File: src/rtl/feeder_pkg.sv
// feeder_pkg: shared definitions for the west-edge activation feeder.
//   DATA_W_DEFAULT : default activation element width
//   feeder_state_t : controller states IDLE / STREAM / FLUSH
//   stream_len()   : number of STREAM cycles for a given vector count
//                    (the last vector needs rows-1 extra cycles to reach
//                    the bottom row through the skew)
package feeder_pkg;

    localparam int DATA_W_DEFAULT = 32;

    typedef enum logic [1:0] {
        IDLE   = 2'd0,
        STREAM = 2'd1,
        FLUSH  = 2'd2
    } feeder_state_t;

    function automatic int stream_len(input int count, input int rows);
        return count + rows - 1;
    endfunction

endpackage

File: src/rtl/skew_delay_line.sv
// skew_delay_line: STAGES-deep register chain for one array row.
//   clk  : clock
//   rst  : synchronous active-high clear of every stage
//   en   : shift enable (low holds the chain contents)
//   din  : element entering the chain
//   dout : element after STAGES cycles; STAGES = 0 is a plain wire
module skew_delay_line #(
    parameter int DATA_W = 32,
    parameter int STAGES = 0
) (
    input  logic              clk,
    input  logic              rst,
    input  logic              en,
    input  logic [DATA_W-1:0] din,
    output logic [DATA_W-1:0] dout
);

    generate
        if (STAGES == 0) begin : g_pass
            // Row 0 is already registered upstream; nothing to add.
            logic unused_pass;
            assign unused_pass = &{1'b0, clk, rst, en};
            assign dout = din;
        end else begin : g_chain
            logic [DATA_W-1:0] stage_reg [STAGES];

            always_ff @(posedge clk) begin
                if (rst) begin
                    for (int i = 0; i < STAGES; i++) begin
                        stage_reg[i] <= '0;
                    end
                end else if (en) begin
                    stage_reg[0] <= din;
                    for (int i = 1; i < STAGES; i++) begin
                        stage_reg[i] <= stage_reg[i-1];
                    end
                end
            end

            assign dout = stage_reg[STAGES-1];
        end
    endgenerate

endmodule

File: src/rtl/west_skew_feeder.sv
// west_skew_feeder: buffers activation vectors and streams them into the
// west edge of the systolic array with a diagonal skew (row r lags r cycles),
// then flushes the array with zeros and pulses done.
//   clk, rst   : clock, synchronous active-high reset
//   in_valid / in_ready / in_data : vector write port (IDLE only)
//   start      : begin streaming the buffered vectors
//   west_data  : skewed activations, row r at [r*DATA_W +: DATA_W]
//   compute    : array compute enable
//   busy       : STREAM or FLUSH in progress
//   done       : one-cycle completion pulse
//   stall      : pause the schedule (only when FEEDER_STALL_EN is defined)
// Optional feature macro: FEEDER_STALL_EN.
module west_skew_feeder
    import feeder_pkg::*;
#(
    parameter int ROWS   = 4,
    parameter int COLS   = 4,
    parameter int DEPTH  = 8,
    parameter int DATA_W = DATA_W_DEFAULT
) (
    input  logic                   clk,
    input  logic                   rst,
    input  logic                   in_valid,
    output logic                   in_ready,
    input  logic [ROWS*DATA_W-1:0] in_data,
    input  logic                   start,
    output logic [ROWS*DATA_W-1:0] west_data,
    output logic                   compute,
    output logic                   busy,
    output logic                   done
`ifdef FEEDER_STALL_EN
    ,
    input  logic                   stall
`endif
);

    localparam int VEC_W  = ROWS * DATA_W;
    localparam int CNT_W  = $clog2(DEPTH + 1);
    localparam int ADDR_W = (DEPTH > 1) ? $clog2(DEPTH) : 1;
    localparam int T_W    = $clog2(DEPTH + ROWS + 1);
    localparam int F_W    = (COLS > 1) ? $clog2(COLS) : 1;

    feeder_state_t    state_reg;
    logic [CNT_W-1:0] count_reg;
    logic [T_W-1:0]   t_reg;
    logic [T_W-1:0]   len_reg;
    logic [F_W-1:0]   flush_reg;
    logic             compute_reg;
    logic             busy_reg;
    logic             done_reg;
    logic [VEC_W-1:0] col_reg;
    logic [VEC_W-1:0] mem [DEPTH];

    logic             stall_act;
    logic             wr_en;
    logic [CNT_W-1:0] count_next;
    logic             start_ok;
    logic             stream_last;
    logic [T_W-1:0]   t_next;
    logic [ADDR_W-1:0] rd_addr;
    logic [VEC_W-1:0] rd_data;
    logic             delay_en;

`ifdef FEEDER_STALL_EN
    assign stall_act = stall && (state_reg != IDLE);
`else
    assign stall_act = 1'b0;
`endif

    assign in_ready   = (state_reg == IDLE) && (count_reg < CNT_W'(DEPTH)) && !rst;
    assign wr_en      = in_valid && in_ready;
    assign count_next = count_reg + CNT_W'(wr_en);
    // A write accepted alongside start is part of the stream.
    assign start_ok   = (state_reg == IDLE) && start && !rst && (count_next != '0);

    assign stream_last = (t_reg == len_reg - T_W'(1));
    assign t_next      = t_reg + T_W'(1);
    assign rd_addr     = start_ok ? '0 : t_next[ADDR_W-1:0];

    // The only read/write collision is vector 0 written in the start cycle.
    assign rd_data = (wr_en && (count_reg[ADDR_W-1:0] == rd_addr)) ? in_data : mem[rd_addr];

    always_ff @(posedge clk) begin
        if (wr_en) begin
            mem[count_reg[ADDR_W-1:0]] <= in_data;
        end
    end

    always_ff @(posedge clk) begin
        if (rst) begin
            state_reg   <= IDLE;
            count_reg   <= '0;
            t_reg       <= '0;
            len_reg     <= '0;
            flush_reg   <= '0;
            compute_reg <= 1'b0;
            busy_reg    <= 1'b0;
            done_reg    <= 1'b0;
            col_reg     <= '0;
        end else begin
            done_reg <= 1'b0;
            case (state_reg)
                IDLE: begin
                    count_reg <= count_next;
                    if (start_ok) begin
                        state_reg   <= STREAM;
                        t_reg       <= '0;
                        len_reg     <= T_W'(stream_len(int'(count_next), ROWS));
                        col_reg     <= rd_data;
                        busy_reg    <= 1'b1;
                        compute_reg <= 1'b1;
                    end
                end
                STREAM: begin
                    if (stall_act) begin
                        compute_reg <= 1'b0;
                    end else begin
                        compute_reg <= 1'b1;
                        if (stream_last) begin
                            state_reg <= FLUSH;
                            flush_reg <= '0;
                            col_reg   <= '0;
                        end else begin
                            t_reg   <= t_next;
                            // Column t feeds row 0; past the last vector feed zeros.
                            col_reg <= (t_next < T_W'(count_reg)) ? rd_data : '0;
                        end
                    end
                end
                FLUSH: begin
                    if (stall_act) begin
                        compute_reg <= 1'b0;
                    end else if (flush_reg == F_W'(COLS - 1)) begin
                        state_reg   <= IDLE;
                        done_reg    <= 1'b1;
                        busy_reg    <= 1'b0;
                        compute_reg <= 1'b0;
                        count_reg   <= '0;
                    end else begin
                        compute_reg <= 1'b1;
                        flush_reg   <= flush_reg + F_W'(1);
                    end
                end
                default: state_reg <= IDLE;
            endcase
        end
    end

    // The delay lines hold with the rest of the schedule during a stall.
    assign delay_en = !stall_act;

    generate
        for (genvar gi = 0; gi < ROWS; gi++) begin : g_row
            skew_delay_line #(
                .DATA_W(DATA_W),
                .STAGES(gi)
            ) u_delay (
                .clk  (clk),
                .rst  (rst),
                .en   (delay_en),
                .din  (col_reg[gi*DATA_W +: DATA_W]),
                .dout (west_data[gi*DATA_W +: DATA_W])
            );
        end
    endgenerate

    assign compute = compute_reg;
    assign busy    = busy_reg;
    assign done    = done_reg;

endmodule

File: config.mk
export PLATFORM = sky130hd
export DESIGN_NAME = west_skew_feeder
export DESIGN_NICKNAME = d
export VERILOG_FILES = /design/src/rtl/feeder_pkg.sv /design/src/rtl/skew_delay_line.sv /design/src/rtl/west_skew_feeder.sv
export SDC_FILE = /design/constraint.sdc
export NUM_CORES = 2
export LEC_CHECK = 0
export CORE_ASPECT_RATIO = 0.8
export CORE_MARGIN = 1.5
export CORE_UTILIZATION = 40
export DETAILED_ROUTE_END_ITERATION = 6
export GPL_ROUTABILITY_DRIVEN = 1
export GPL_TIMING_DRIVEN = 0
export PLACE_DENSITY = 0.63
export SLEW_MARGIN = 5
export SYNTH_ARGS = -nofsm -noshare
export SYNTH_HDL_FRONTEND = slang
export SYNTH_HIERARCHICAL = 1
export SYNTH_SLANG_ARGS = --single-unit
File: constraint.sdc
create_clock -name clk -period 33.8 [get_ports clk]
set_input_delay 8.45 -clock clk [delete_from_list [all_inputs] [get_ports clk]]
set_output_delay 8.45 -clock clk [all_outputs]
set_load 0.02 [all_outputs]
==> impl_metrics.ini <==
[yosys]
avgSynthCellArea_um2 = 13.8
synth-seq-cells = 1363
yosysMostFrequentCell = edfxtp_1
synthArstFlopShare_pct = 0
synth_warnings = 6
ys_top_cells_by_area = edfxtp_1 62%, dfxtp_1 5.0%, a21o_1 3.3%
synth_cell_types = 59
yosysTopAreaCellShare_pct = 62.4
syn-cell-area_mm2 = 0.0586
synth_edf_count = 1216
yosysTopAreaCell = edfxtp_1
synth_common_cells = 1216 x edfxtp_1, 400 x nand2_1, 273 x clkbuf_1, 255 x a21o_1, 255 x o211ai_1
ys_seq_area_share_pct = 67.4
synthCells = 4231
synth-main-ff-cell = edfxtp_1

[timing]
hold_violations = 0
period_needed_ps = 18560
fin_crit_sh_pct = 54.9
relSlewSlack_pct = -145
setup_violations = 0
clock.fmax_ghz = 0.0539
drv_slew = 162
worst_pin_slew_ps = 3670
rsz0062_at_grt = no
finClkSkew_ps = 22.0

[floorplanning]
die_area_mm2 = 0.149
die_w_um = 431
die_h_um = 345
io_pins = 264
core_area_mm2 = 0.145
initial_core_util_pct = 40.3
rows = 125

[clock_tree]
cts_hold_buf = 0
cts-resized-gates = 0
clk_pin_slew_ps = 60
cts_setup_buffers = 0
cts.sinks = 1363
root_buffer = clkbuf_16
cts_buffers = 143
cts_buffer_depth = 3
cts_tree = built
h-tree-depth = 4
clk_latency_ps = 790

[outcome]
status = complete, but fails checks
violations = DRC, slew limit

[setup_path]
startpoint = rst
critPathCaptureType = primary output
timing.rr.start = count_reg[3]$_SDFFE_PP0P_
cp_data_required_time_ps = 25350
arrival_ps = 10110
cpPeakStageDelay_ps = 730
worstPathCellList = buf_2 -> buf_12 -> nor4_1 -> clkdlybuf4s50_1
cp_slowest_cell = clkdlybuf4s50_1
start_kind = primary input
path_max_fanout = 13
crit_type = in2out
reg2reg_depth = 17

[finish]
drive_above_1_share_pct = 15.3
fin_nets = 4896
final_area_mm2 = 0.0694
synthToLayoutAreaGrowth_pct = 18.5
largest_register_ffs = 1024
fin_util_pct = 47.8

[place]
place_area_mm2 = 0.0648
post-dp-hpwl_um = 118000
place.gp.congestion = 0.840
port_buffers = 263

[power_and_ir_drop]
power_density_mw_per_mm2 = 53.8
leakage_nw = 23.0
finalPower_mw = 3.74
ir_drop_uv = 45.1

[worst_hold_path]
hold_path_startpoint = col_reg[63]$_SDFFE_PP0P_
hold_path_depth = 2
min_path_type = reg2reg

[route]
drc_errors = 1
via_per_inst = 5.73
routed_wl_um = 171000
antenna_left = 0
initialDrtViolationCount = 4353
wl_per_cell_um = 25.2
vias = 38900
dr.pass1.iters = 7

[global_route]
grt-ovfl-total = 0
grt_antenna_before_repair = 20
grt_pass1_wl_um = 249000
grtUsageTotal_pct = 22.5
grt_pass1_vias = 37600
grt_max_degree = 97

[run]
maxCapViolations = 0
## cells in the final DEF, fill, tap and decap left out, types with 12 or more instances in the layout
cell             Yosys  layout
a2111oi_0          127     127
a211oi_1           132     132
a21o_1             255     255
a21oi_1            139     139
and3b_1            106     106
and3b_2             86      86
buf_1               12      12
buf_12               0      12
buf_2               80      82
buf_4              102     151
buf_6               13      44
clkbuf_1           273     304
clkbuf_16            0     147
clkdlybuf4s50_1      0     262
clkinv_1             0      23
clkinv_2             0      27
conb_1               1      15
dfxtp_1            147     147
diode_2              0      13
edfxtp_1          1216    1216
mux2_2             127     127
mux2i_1            132     132
nand2_1            400     400
nand3_1            131     131
nand4_1            127     127
nor2_1              18      14
nor2b_1            130     130
o211ai_1           255     255
or4_1              127     127
## per-stage QoR
| step | setup WS (ps) | hold WS, ps | setup TNS, ps | instances |
|---|---|---|---|---|
| after floorplan | 11230 | 426 | 0 | 4245 |
| after global placement | -2690 | 445 | -340580 | 6413 |
| after global routing | 14980 | 489 | 0 | 6790 |
| after CTS | 15030 | 466 | 0 | 6780 |
| after detailed placement | 15050 | 453 | 0 | 6514 |
| final | 15240 | 463 | 0 | 6793 |
## path summary, 6_finish.rpt
kind | slack, ps | endpoint
max | 15240 | in_ready
min | 460 | col_reg[63]$_SDFFE_PP0P_
max reg2reg | 27840 | col_reg[104]$_SDFFE_PP0P_
min reg2reg | 460 | col_reg[63]$_SDFFE_PP0P_
## area by class of cell
type / instances / area (um2)
antenna: 13 / 32.5
buffer: 484 / 2440
clock buffer: 190 / 3930
clock inverter: 76 / 624
fill: 12600 / 75900
inverter: 10 / 37.5
multi-input combinational: 2388 / 16700
sequential: 1363 / 39500
tap: 1905 / 2380
timing repair buffer: 364 / 3770
## critical path: cells and delay by family
kind,cells,cell delay (ps)
buffers and inverters,3,1090
AND/OR/NAND/NOR,1,510
## logic make-up (layout without fill, tap and decap cells)
family | after synthesis | after routing | share of synthesized area, %
DFF | 1363 | 1363 | 67.4
adders and majority gates | 10 | 10 | 0.214
muxes | 260 | 260 | 4.74
other | 1 | 28 | 0.00640
AOI/OAI and AO/OA | 932 | 932 | 11.6
and+or+nand+nor | 1159 | 1159 | 11.6
xor gates and xnor gates | 12 | 12 | 0.192
buffers and inverters | 494 | 1124 | 4.22
## layer usage
layer  up-vias  wire (um)  GRT usage, %
met3       329      15900          5.12
met4         2       7040          9.89
met2      1886      76000          33.8
li1      17500          -             -
met1     19200      72200          31.3
met5         -         13             0
## power breakdown
part           internal [mW]  switching, mW  total (mW)
logic                  0.104          0.186       0.289
registers               1.88         0.0219        1.91
clock network          0.870          0.670        1.54
Power figures use the tool's default switching activity.
